$ cat config.mk
export PLATFORM = sky130hd
export DESIGN_NAME = aes_cbc_ctrl
export DESIGN_NICKNAME = d
export VERILOG_FILES = /design/src/rtl/aes_cbc_ctrl.sv
export SDC_FILE = /design/constraint.sdc
export NUM_CORES = 1
export LEC_CHECK = 0
export ABC_AREA = 1
export BUFFER_PORTS_ARGS = -buffer_cell sky130_fd_sc_hd__buf_4
export CORE_AREA = 2 2 365 367
export CTS_CLUSTER_SIZE = 16
export DETAILED_ROUTE_END_ITERATION = 12
export DIE_AREA = 0 0 367 369
export SLEW_MARGIN = 40
export SYNTH_ARGS = -nofsm -noshare
export SYNTH_HDL_FRONTEND = slang
export SYNTH_SLANG_ARGS = --single-unit
$ cat constraint.sdc
create_clock -name clk -period 1.45 [get_ports clk]
set_input_delay 0.145 -clock clk [delete_from_list [all_inputs] [get_ports clk]]
set_output_delay 0.145 -clock clk [all_outputs]
set_load 0.02 [all_outputs]
$ cat src/rtl/aes_cbc_ctrl.sv
//------------------------------------------------------------------------------
// Module : aes_cbc_ctrl
// Brief  : CBC-mode sequencer wrapping an external single-block AES core.
// Rev    : 1.0 - initial release
//------------------------------------------------------------------------------
`default_nettype none

module aes_cbc_ctrl #(
  parameter int CORE_LAT = 1,
  parameter int CNT_W    = 32
) (
  input  logic             clk,
  input  logic             rst,
  input  logic             init,
  input  logic [127:0]     iv,
  input  logic [127:0]     key,
  input  logic             in_valid,
  output logic             in_ready,
  input  logic [127:0]     in,
  output logic             out_valid,
  input  logic             out_ready,
  output logic [127:0]     out,
  output logic [127:0]     core_in,
  output logic [127:0]     core_key,
  input  logic [127:0]     core_out,
  output logic             busy,
  output logic [CNT_W-1:0] blk_cnt
);

  localparam int               LAT_W    = (CORE_LAT > 1) ? $clog2(CORE_LAT) : 1;
  localparam logic [LAT_W-1:0] LAT_LOAD = LAT_W'(CORE_LAT - 1);

  typedef enum logic [1:0] {
    IDLE  = 2'd0,
    READY = 2'd1,
    RUN   = 2'd2,
    HOLD  = 2'd3
  } state_t;

  state_t           state;
  state_t           state_nxt;
  logic [127:0]     chain_r;
  logic [127:0]     key_r;
  logic [127:0]     data_r;
  logic [127:0]     out_r;
  logic [LAT_W-1:0] lat_cnt;
  logic             accept;
  logic             lat_done;

  assign out      = out_r;
  assign core_in  = data_r;
  assign core_key = key_r;

  always_comb begin
    state_nxt = state;
    in_ready  = 1'b0;
    out_valid = 1'b0;
    busy      = 1'b0;
    lat_done  = (lat_cnt == '0);

    case (state)
      READY: in_ready = 1'b1;
      RUN:   busy = 1'b1;
      HOLD: begin
        busy      = 1'b1;
        out_valid = 1'b1;
        in_ready  = out_ready;
      end
      default: ;
    endcase

    // init wins over any handshake in the same cycle
    if (init) in_ready = 1'b0;
    accept = in_valid && in_ready;

    case (state)
      READY: if (accept) state_nxt = RUN;
      RUN:   if (lat_done) state_nxt = HOLD;
      HOLD:  if (out_ready) state_nxt = accept ? RUN : READY;
      default: ;
    endcase

    if (init) state_nxt = READY;
  end

  always_ff @(posedge clk) begin
    if (rst) begin
      state   <= IDLE;
      chain_r <= '0;
      key_r   <= '0;
      data_r  <= '0;
      out_r   <= '0;
      lat_cnt <= '0;
      blk_cnt <= '0;
    end else begin
      state <= state_nxt;
      if (init) begin
        chain_r <= iv;
        key_r   <= key;
        blk_cnt <= '0;
      end else if (accept) begin
        data_r  <= in ^ chain_r;
        lat_cnt <= LAT_LOAD;
      end else if (state == RUN) begin
        if (!lat_done) begin
          lat_cnt <= lat_cnt - 1'b1;
        end else begin
          // ciphertext doubles as the next chaining value
          out_r   <= core_out;
          chain_r <= core_out;
          blk_cnt <= blk_cnt + 1'b1;
        end
      end
    end
  end

endmodule

`default_nettype wire

==> run metrics <==
TritonCTS clock tree=yes; vias=roughly 27000; Routability Congestion=0.9161; fmax=581.9 MHz; H-tree depth=3; row cnt=between 100 and 150; Crit path max-delay family=buffers and inverters; initial antenna violation count=31; Area Overhead vs Synth=96.62%; synth top area cells=dfxtp_1 50%, nand2_1 13%, a21oi_1 6.1%; CTS Buffer Depth=3; status=complete, but fails checks; Mapped Area=21680 sq um; RSZ-0062 raised after global routing=yes; Setup crit start kind=register; Yosys top cell by area=dfxtp_1; vias in the first global route=27208; clock sinks=546; top cells by count, synth=729 x nand2_1, 546 x dfxtp_1, 330 x nor2_1; pwr dens=981.8 nW/um^2; Max-cap violations=0; Mapped Cells=2837; total gr overflow=0; main flop type after synthesis=dfxtp_1; fraction of layout cells with a size suffix above 1=35.07%; synthesized flop and latch total=546; Die Y=369 um; Net Sw Frac=28.09%; routed len/inst=21.53 um; DRT iter0 DRCs=2144; P_sw=roughly 12 mW; most frequent CP cell=buf_12; XOR/XNOR Fraction of Synth Area=5.251%; Overall Global Routing Usage=18.50%; Final Skew=0.02829 ns; main combinational cell family by area after synthesis=simple AND/OR/NAND/NOR gates; clock latency on the worst-skew pair=about 0.64 ns; Yosys top cell area share=50.41%; core area=131100 sq um; Clock Tree Root=clkbuf_16; initial core utilization=16.53%; final WL=133.8 mm; Power Internal=roughly 30 mW; Worst IR Drop VDD=around 870 uV; nets@finish=4914; Crit. End Element=register; adder-cell share of the synthesized area=less than 1%; Seq/Total Area, Yosys=between 50% and 60%; syn avg cell area=7.643 sq um; DR DRC count=0; warnings from Yosys=0; Combinational Power Share=18.2%; Least-Margin Pin Slew=around 0.76 ns; CP cell instances=inv_2 -> buf_6 -> nand2_4 -> inv_6 -> nor2_4 -> buf_12 -> buf_12 -> inv_16 -> buf_12 -> bufbuf_16 -> a31oi_2; Lkg Pwr=18.01 nW; synth unique cells=26; hpwl dp=86.92 mm; Critical Path RT=1.97 ns; Die X=367 um; first-pass GRT wire length=between 150 and 200 mm; highest-delay cell along the critical path=dfxtp_2; clock transition at the registers of the reported paths=0.07 ns; violated checks=negative setup slack; post-synthesis mux area share=0%; Final Setup Violations=405; Flop pwr share=38.7%; number of top-level pins=936; hold slack=0.04416 ns; syn nets=approximately 3400; crit-path max cell delay=approximately 0.33 ns; HP Class=in -> reg; final antenna-violating net count=0; Async S/R FF share, synth=0%; Slew headroom=between 40 and 50%; drt pass-1 iters=6; crit path DAT=2.24 ns; Die ar.=about 140000 sq um; crit path time final=1.719 ns; Tot Pwr=41.86 mW; Worst Slack Setup Final=-0.2686 ns; Critical Path Fanout Max=7; largest net degree at the start of global routing=87; Post-synth EDFFs=0; CTS buffer count=70; Simple-Gate Fraction of Synth Area=22.48%; post-synthesis compound-gate area fraction=16.02%; final clock period utilization by the worst path=118.5%; CP Buf/Inv Count=8; vias per std cell=4.379; final hold violation count=0; max-slew violation count=0; kind of critical path=reg -> reg; IO Port Bufs=approximately 940; clock share of power=a little over two fifths; count leader, synth=nand2_1
==> routing by layer <==
| metal | vias to the layer above | wire (um) | track usage, % |
|---|---|---|---|
| li1 | 12516 | - | - |
| met1 | 12913 | 52570 | 21.89 |
| met2 | 1373 | 63220 | 30.83 |
| met3 | 379 | 11340 | 5.444 |
| met4 | 28 | 6451 | 8.299 |
| met5 | - | 189 | 0 |
==> power by group through the flow <==
stage / sequential [mW] / combinational, mW / clock [mW]
after floorplan: 16.8 / 1.74 / 0
after global placement: 16.4 / 5.16 / 0
after detailed placement: 16.4 / 5.18 / 0
after CTS: 16.2 / 7.32 / 18.5
after global routing: 16.3 / 8.06 / 19.1
final: 16.2 / 7.62 / 18.0
==> kinds of logic (layout without fill, tap and decap cells) <==
| logic type | Yosys count | in the layout |
|---|---|---|
| adder cells (fa/ha/maj) | 1 | 1 |
| buffers and inverters | 267 | 1872 |
| AND/OR/NAND/NOR | 1233 | 1233 |
| AO/OA/AOI/OAI | 660 | 660 |
| flip-flops | 546 | 546 |
| XOR/XNOR | 130 | 130 |
| other | 0 | 17 |
==> area by class of cell <==
cell class,instances,area [sq um]
sequential,546,10940
antenna,17,42.54
clock buffer,93,1981
tap,1755,2196
clock inverter,25,334.1
timing repair buffer,1702,16120
inverter,50,250.2
fill,13110,88500
multi-input combinational,2024,10730
timing repair inverter,2,40.04
==> cell usage in the layout (no fill, tap or decap), types with 11 or more instances in the layout <==
master            n
clkbuf_16        77
o21ai_2          66
nand2_2          37
nor2_1          319
nand2_1         675
buf_16           45
dfxtp_1         542
buf_6            23
clkbuf_1         11
buf_8            11
nand3_2          15
a31oi_1         103
xor2_1          129
nand2_4          16
o21ai_1          40
inv_1            42
a21oi_2          67
diode_2          17
buf_12           64
nand3_1         144
buf_4          1037
a21oi_1         198
o21ai_0         155
a31oi_4          16
dlygate4sd3_1   513
nor2_4           11
==> flip-flops by register name, summed over array words and instances (netlist names) <==
register	flops
state	2
blk_cnt	32
out	128
core_key	128
chain_r	128
core_in	128
==> metrics by stage <==
step | utilization [%] | cells | setup TNS [ns] | cell area [sq um] | worst slack [ns]
after floorplan | - | 2837 | 0 | 21680 | 0.04501
after global placement | 24.10 | 5471 | -77.88 | 31600 | -0.3511
after detailed placement | 24.10 | 5471 | -92.46 | 31600 | -0.3965
after CTS | 31.85 | 6194 | -62.95 | 41770 | -0.3411
after global routing | 32.50 | 6207 | -81.44 | 42610 | -0.3432
final | 32.51 | 6214 | -45.08 | 42630 | -0.2686
==> worst paths after layout <==
check                           startpoint      endpoint  slack, ns  depth (start not counted)
worst max-delay path              state[0]   chain_r[77]      -0.27                         11
worst min-delay path               iv[107]  chain_r[107]       0.04                          3
worst max register to register    state[0]   chain_r[77]      -0.27                         11
worst min register to register     out[59]       out[59]       0.46                          2
==> repair_timing <==
action | CTS | global route
pin swaps | 38 | 36
setup endpoints to repair | 438 | 442
resized for setup | 339 | 201
hold buffers | 513 | 0
gates cloned | 44 | 5
buffers inserted | 49 | 5
hold endpoints to repair | 520 | 0
==> worst register-to-register path, stage by stage, from the launching register on <==
cell and delay, ns:
dfxtp_2 0.33, inv_2 0.09, buf_6 0.11, nand2_4 0.05
inv_6 0.07, nor2_4 0.04, buf_12 0.15, buf_12 0.13
inv_16 0.10, buf_12 0.17, bufbuf_16 0.27, a31oi_2 0.08
No activity file was read; power rests on OpenSTA's default activity.
